**src/rtl/ps2_message_assembler_if.sv**
```systemverilog
// PS/2 message assembler bus: key byte in, send ack in,
// assembled message and LCD echo out.
interface ps2_message_assembler_if;
  logic         key_valid;
  logic [7:0]   key_code;
  logic         send_done;
  logic [127:0] message_out;
  logic         message_ready;
  logic [4:0]   char_count;
  logic [7:0]   ascii_out;
  logic         ascii_valid;

  modport master (
    output key_valid, key_code, send_done,
    input  message_out, message_ready, char_count,
    input  ascii_out, ascii_valid
  );

  modport slave (
    input  key_valid, key_code, send_done,
    output message_out, message_ready, char_count,
    output ascii_out, ascii_valid
  );
endinterface

```
**src/rtl/ps2_message_assembler.sv**
```systemverilog
// Collects PS/2 set-2 key presses into a 16-char
// ASCII message held until the link acknowledges it.
module ps2_message_assembler #(
  parameter bit SEND_ON_FULL = 1'b1
) (
  input logic clock,
  input logic reset,
  ps2_message_assembler_if.slave bus
);

  typedef enum logic {COLLECT, HOLD} state_t;

  state_t       state, state_n;
  logic         brk, brk_n;
  logic         ext, ext_n;
  logic [127:0] msg, msg_n;
  logic [4:0]   cnt, cnt_n;
  logic [7:0]   asc, asc_n;
  logic         av, av_n;

  logic [7:0]   chr;
  logic         is_bs;
  logic         is_ent;
  logic         live;
  logic [3:0]   idx;

  // scan byte to ASCII; chr==0 means not printable
  always_comb begin
    chr    = 8'd0;
    is_bs  = (bus.key_code == 8'h66);
    is_ent = (bus.key_code == 8'h5A);
    case (bus.key_code)
      8'h1C: chr = 8'd97;
      8'h32: chr = 8'd98;
      8'h21: chr = 8'd99;
      8'h23: chr = 8'd100;
      8'h24: chr = 8'd101;
      8'h2B: chr = 8'd102;
      8'h34: chr = 8'd103;
      8'h33: chr = 8'd104;
      8'h43: chr = 8'd105;
      8'h3B: chr = 8'd106;
      8'h42: chr = 8'd107;
      8'h4B: chr = 8'd108;
      8'h3A: chr = 8'd109;
      8'h31: chr = 8'd110;
      8'h44: chr = 8'd111;
      8'h4D: chr = 8'd112;
      8'h15: chr = 8'd113;
      8'h2D: chr = 8'd114;
      8'h1B: chr = 8'd115;
      8'h2C: chr = 8'd116;
      8'h3C: chr = 8'd117;
      8'h2A: chr = 8'd118;
      8'h1D: chr = 8'd119;
      8'h22: chr = 8'd120;
      8'h35: chr = 8'd121;
      8'h1A: chr = 8'd122;
      8'h29: chr = 8'd32;
      default: chr = 8'd0;
    endcase
  end

  // prefix tracking, buffer edits and state transitions
  always_comb begin
    state_n = state;
    brk_n   = brk;
    ext_n   = ext;
    msg_n   = msg;
    cnt_n   = cnt;
    asc_n   = asc;
    av_n    = 1'b0;
    live    = 1'b0;
    idx     = cnt[3:0];

    if (bus.key_valid) begin
      if (bus.key_code == 8'hF0) begin
        brk_n = 1'b1;
      end else if (bus.key_code == 8'hE0) begin
        ext_n = 1'b1;
      end else begin
        // byte after a prefix belongs to a release
        // or extended key and is swallowed
        live  = !(brk || ext);
        brk_n = 1'b0;
        ext_n = 1'b0;
      end
    end

    case (state)
      COLLECT: begin
        if (live) begin
          unique case (1'b1)
            (chr != 8'd0): begin
              if (!cnt[4]) begin
                msg_n[{~idx, 3'b000} +: 8] = chr;
                cnt_n = cnt + 5'd1;
                asc_n = chr;
                av_n  = 1'b1;
                if (SEND_ON_FULL && cnt == 5'd15)
                  state_n = HOLD;
              end
            end
            is_bs: begin
              if (cnt != 5'd0) begin
                idx = cnt[3:0] - 4'd1;
                msg_n[{~idx, 3'b000} +: 8] = 8'd0;
                cnt_n = cnt - 5'd1;
                asc_n = 8'd127;
                av_n  = 1'b1;
              end
            end
            is_ent: begin
              if (cnt != 5'd0)
                state_n = HOLD;
            end
            default: ;
          endcase
        end
      end
      HOLD: begin
        if (bus.send_done) begin
          msg_n   = 128'd0;
          cnt_n   = 5'd0;
          state_n = COLLECT;
        end
      end
      default: state_n = COLLECT;
    endcase
  end

  // state and datapath registers
  always_ff @(posedge clock) begin
    if (reset) begin
      state <= COLLECT;
      brk   <= 1'b0;
      ext   <= 1'b0;
      msg   <= 128'd0;
      cnt   <= 5'd0;
      asc   <= 8'd0;
      av    <= 1'b0;
    end else begin
      state <= state_n;
      brk   <= brk_n;
      ext   <= ext_n;
      msg   <= msg_n;
      cnt   <= cnt_n;
      asc   <= asc_n;
      av    <= av_n;
    end
  end

  assign bus.message_out   = msg;
  assign bus.message_ready = (state == HOLD);
  assign bus.char_count    = cnt;
  assign bus.ascii_out     = asc;
  assign bus.ascii_valid   = av;

endmodule

```
**src/flat_wrapper.sv**
```systemverilog
// flat-port wrapper written by rule: the top's interface ports become plain ports
module ps2_message_assembler_flat 
#(
  parameter bit SEND_ON_FULL = 1'b1
)
  (clock, reset, bus_key_valid, bus_key_code, bus_send_done, bus_message_out, bus_message_ready, bus_char_count, bus_ascii_out, bus_ascii_valid);
  ps2_message_assembler_if bus_i ();
  input logic clock;
  input logic reset;
  input wire logic [$bits(bus_i.key_valid)-1:0] bus_key_valid;
  input wire logic [$bits(bus_i.key_code)-1:0] bus_key_code;
  input wire logic [$bits(bus_i.send_done)-1:0] bus_send_done;
  output wire logic [$bits(bus_i.message_out)-1:0] bus_message_out;
  output wire logic [$bits(bus_i.message_ready)-1:0] bus_message_ready;
  output wire logic [$bits(bus_i.char_count)-1:0] bus_char_count;
  output wire logic [$bits(bus_i.ascii_out)-1:0] bus_ascii_out;
  output wire logic [$bits(bus_i.ascii_valid)-1:0] bus_ascii_valid;
  assign bus_i.key_valid = bus_key_valid;
  assign bus_i.key_code = bus_key_code;
  assign bus_i.send_done = bus_send_done;
  assign bus_message_out = bus_i.message_out;
  assign bus_message_ready = bus_i.message_ready;
  assign bus_char_count = bus_i.char_count;
  assign bus_ascii_out = bus_i.ascii_out;
  assign bus_ascii_valid = bus_i.ascii_valid;
  ps2_message_assembler #(.SEND_ON_FULL(SEND_ON_FULL)) u_core (.clock(clock), .reset(reset), .bus(bus_i));
endmodule
```
**config.mk**
```make
export PLATFORM = sky130hd
export DESIGN_NAME = ps2_message_assembler_flat
export DESIGN_NICKNAME = d
export VERILOG_FILES = /design/src/rtl/ps2_message_assembler_if.sv /design/src/rtl/ps2_message_assembler.sv /design/src/flat_wrapper.sv
export SDC_FILE = /design/constraint.sdc
export NUM_CORES = 1
export LEC_CHECK = 0
export CORE_ASPECT_RATIO = 1.5
export CORE_MARGIN = 4
export CORE_UTILIZATION = 35
export CTS_BUF_LIST = sky130_fd_sc_hd__clkbuf_8
export CTS_CLUSTER_DIAMETER = 150
export DETAILED_ROUTE_END_ITERATION = 8
export SETUP_SLACK_MARGIN = 0.1
export SLEW_MARGIN = 20
export SYNTH_ARGS = -nofsm -noshare
export SYNTH_HDL_FRONTEND = slang
export SYNTH_SLANG_ARGS = --single-unit
```
**constraint.sdc**
```tcl
create_clock -name clock -period 3.85 [get_ports clock]
set_clock_uncertainty 0.05 [all_clocks]
set_input_delay 0.77 -clock clock [delete_from_list [all_inputs] [get_ports clock]]
set_output_delay 0.77 -clock clock [all_outputs]
set_load 0.02 [all_outputs]
```
==> impl_metrics.py <==
metrics = {
    "outcome": {
        "status": "finished clean",
    },
    "clocking": {
        "htreeDepth": 4,
        "cts_root_buffer": "clkbuf_8",
        "cts_buffer_depth": 2,
        "cts.clk_slew.worst_paths_ns": 0.07,
        "cts_buffers": 17,
        "cts_hold_buf": 0,
        "clk_latency_ns": 0.44,
        "cts_setup_buffers": 0,
        "cts.sinks": 128,
        "cts_tree": "yes",
        "cts_resized": 0,
    },
    "floorplan": {
        "fp-row-count": 58,
        "core_area_um2": 16800,
        "die_area_um2": 19500,
        "fp.dieW_um": 115,
        "die_h_um": 169,
        "start_util_pct": 35.9,
        "ios": 155,
    },
    "detailed_routing": {
        "vias_per_cell": 5.46,
        "dr_total_vias": 5588,
        "routedWlPerCell_um": 20.2,
        "drc": 0,
        "drtAntennaViolNets": 0,
        "drtIter0Drc": 333,
        "dr.pass1.iters": 5,
        "drt_wl_total_um": 20600,
    },
    "sta": {
        "period_needed_ns": 3.51,
        "final_hold_viol_count": 0,
        "setup_viol": 0,
        "fmax_mhz": 285,
        "slew_headroom_pct": 31.9,
        "fin_tns_setup_ns": 0,
        "report.final.slew_viol_count": 0,
        "period_share_pct": 91.3,
        "rsz0062_at_grt": "no",
        "worst_pin_slew_ns": 1.02,
        "hold_ws_ns": 0.428,
    },
    "pwr": {
        "power_density_nw_per_um2": 346,
        "p_leak_nw": 3.23,
        "p_int_mw": 2.08,
        "pwr-share-clk_pct": 39.5,
        "seqPwrFrac_pct": 46.2,
        "switching_power_mw": 0.825,
        "peakVddDrop_mv": 0.268,
        "pwr-share-comb_pct": 14.3,
        "p_sw_share_pct": 28.4,
    },
    "yosys": {
        "synthFlopType": "dfxtp_1",
        "synthCells": 615,
        "synth.ff_latch_count": 128,
        "netlist_area_um2": 6040,
        "ys_types": 62,
        "yosysTopAreaCell": "dfxtp_1",
        "yosys_warnings": 0,
        "synth_top_cell_area_share_pct": 42.4,
        "async_flop_share_pct": 0,
        "syn_avg_cell_area_um2": 9.82,
        "ys_seq_area_share_pct": 42.4,
        "synth-edff-count": 0,
        "ys_top_cells_by_area": "dfxtp_1, a22o_1, nor2_1",
    },
    "cells_and_area": {
        "antenna_cells": 0,
        "layoutNonFillerInstCount": 1023,
        "fillCellCount": 1608,
        "drive_above_1_share_pct": 16.7,
        "final_nets": 825,
        "area_growth_pct": 39.0,
        "postLayoutCoreUtil_pct": 49.9,
    },
    "flow_run": {
        "max-cap-violations": 0,
    },
    "critical_path": {
        "critical_path.max_fanout": 12,
        "cp_data_arrival_time_ns": 3.79,
        "required_ns": 4.12,
        "r2r-end": "u_core.bus.message_out[109]",
        "ff2ff_path_depth": 11,
        "crit_start": "bus_key_code[0]",
        "worst_setup_path_start_kind": "primary input",
        "rrSetupSlack_ns": 1.02,
        "endpoint_kind": "register",
        "cp-endpoint": "u_core.bus.message_out[2]",
        "r2r-start": "u_core.bus.char_count[1]",
        "critPathKind": "primary input to register",
    },
    "hold_path": {
        "hold_class": "register to register",
    },
    "place": {
        "dp.cells": 991,
        "portBuffers": 137,
        "finalWeightedCongestion": 0.893,
        "hpwl_um": 15900,
    },
    "grt": {
        "grt_use_total_pct": 21.3,
        "grt_max_degree": 36,
        "antenna_found_initial": 0,
        "grt_first_pass_wirelength_um": 32000,
        "grt_overflow_total": 0,
        "grt_pass1_vias": 5612,
    },
}
## synth_stat cells, drive strengths merged, types with 3 or more instances
cell type and instances:
a211oi 5, a21oi 35, a221o 3, a221oi 4, a22o 112, a311o 13
a311oi 11, a31oi 7, and2 6, buf 45, clkbuf 18, dfxtp 128
ha 13, inv 9, mux2i 9, nand2 25, nand2b 19, nand3 9
nand3b 5, nor2 59, nor2b 8, nor3 14, nor4 3, o21ai 6
o21bai 3, o31ai 3, or2 4, xnor2 4
## sequential cells by signal, summed over array words and instances (netlist names)
register	cells
u_core.brk	1
u_core.bus.ascii_out	7
u_core.bus.ascii_valid	1
u_core.bus.message_ready	1
u_core.bus.message_out	112
u_core.ext	1
u_core.bus.char_count	5
## worst max-delay path, cell delays in order
cell and delay, ns:
clkdlybuf4s50_1 0.46, inv_1 0.13, ha_1 0.37, mux2i_1 0.18
o31ai_1 0.36, o211ai_1 0.19, o31ai_1 0.10, buf_4 0.16
nor4_4 0.05, a21oi_4 0.29, buf_12 0.21, a21oi_1 0.08
buf_4 0.21, a22o_1 0.22
## how the worst min path moves through the flow
stage | from | to | slack (ns) | cells after the start
global placement | u_core.brk | u_core.brk | 0.40 | 2
finish | u_core.bus.message_out[44] | u_core.bus.message_out[44] | 0.43 | 1
floorplan | u_core.ext | u_core.ext | 0.38 | 2
CTS | u_core.bus.message_out[118] | u_core.bus.message_out[118] | 0.43 | 1
global route | u_core.bus.message_out[106] | u_core.bus.message_out[106] | 0.45 | 1
detailed placement | u_core.bus.message_out[74] | u_core.bus.message_out[74] | 0.41 | 1
## layout make-up
type / count / area, um^2 / share of cell area (%)
tap: 210 / 263 / 3.13
inverter: 10 / 37.5 / 0.447
clock inverter: 15 / 159 / 1.89
sequential: 128 / 2560 / 30.5
multi-input combinational: 430 / 3120 / 37.1
timing repair buffer: 213 / 2020 / 24.1
clock buffer: 17 / 234 / 2.79
## layout by cell type (no fill, tap or decap), types with 8 or more instances in the layout
| cell type | n |
|---|---|
| a21oi_1 | 19 |
| a311oi_1 | 10 |
| inv_1 | 10 |
| a21oi_4 | 11 |
| clkbuf_8 | 17 |
| clkdlybuf4s50_1 | 136 |
| dfxtp_1 | 128 |
| a311o_1 | 13 |
| nand2b_1 | 19 |
| mux2i_1 | 8 |
| a22o_1 | 112 |
| ha_1 | 13 |
| nand3_1 | 9 |
| conb_1 | 17 |
| nor3_1 | 14 |
| buf_4 | 69 |
| nand2_1 | 25 |
| nor2_1 | 59 |
| nor2b_1 | 8 |
## power groups by stage
stage	combinational, mW	clock, mW	sequential, mW
floorplan	0.245	0	1.39
global placement	0.415	0	1.37
detailed placement	0.416	0	1.37
CTS	0.418	1.17	1.34
global route	0.450	1.23	1.35
finish	0.417	1.15	1.34
## metrics by stage
stage          worst slack (ns)  area (um^2)  power (mW)
2_1_floorplan             0.608         6100        1.64
3_3_place_gp             -0.135         8000        1.79
3_5_place_dp             -0.128         8000        1.79
4_1_cts                   0.332         8400        2.93
5_1_grt                   0.142         8400        3.03
6_report                  0.336         8400        2.91
## layer usage
layer  wire, um  part of all wire (%)  vias to the layer above  track usage [%]
met5          0                     0                        -                0
li1           -                     -                     2665                -
met4        711                   3.4                        0             8.58
met2      11300                    55                      226             40.1
met1       7530                    36                     2650             22.7
met3       1100                   5.3                       47             3.86
## logic make-up (layout without fill, tap and decap cells)
family / after synthesis / count (layout) / share of synthesized area [%]
adder cells (fa/ha/maj): 13 / 13 / 2.69
XOR/XNOR: 6 / 6 / 0.870
other: 1 / 17 / 0.0621
multiplexers: 10 / 10 / 1.68
buffers and inverters: 73 / 255 / 7.10
flip-flops: 128 / 128 / 42.4
AO/OA/AOI/OAI: 219 / 219 / 31.4
AND/OR/NAND/NOR: 165 / 165 / 13.7
Power figures use the tool's default switching activity.
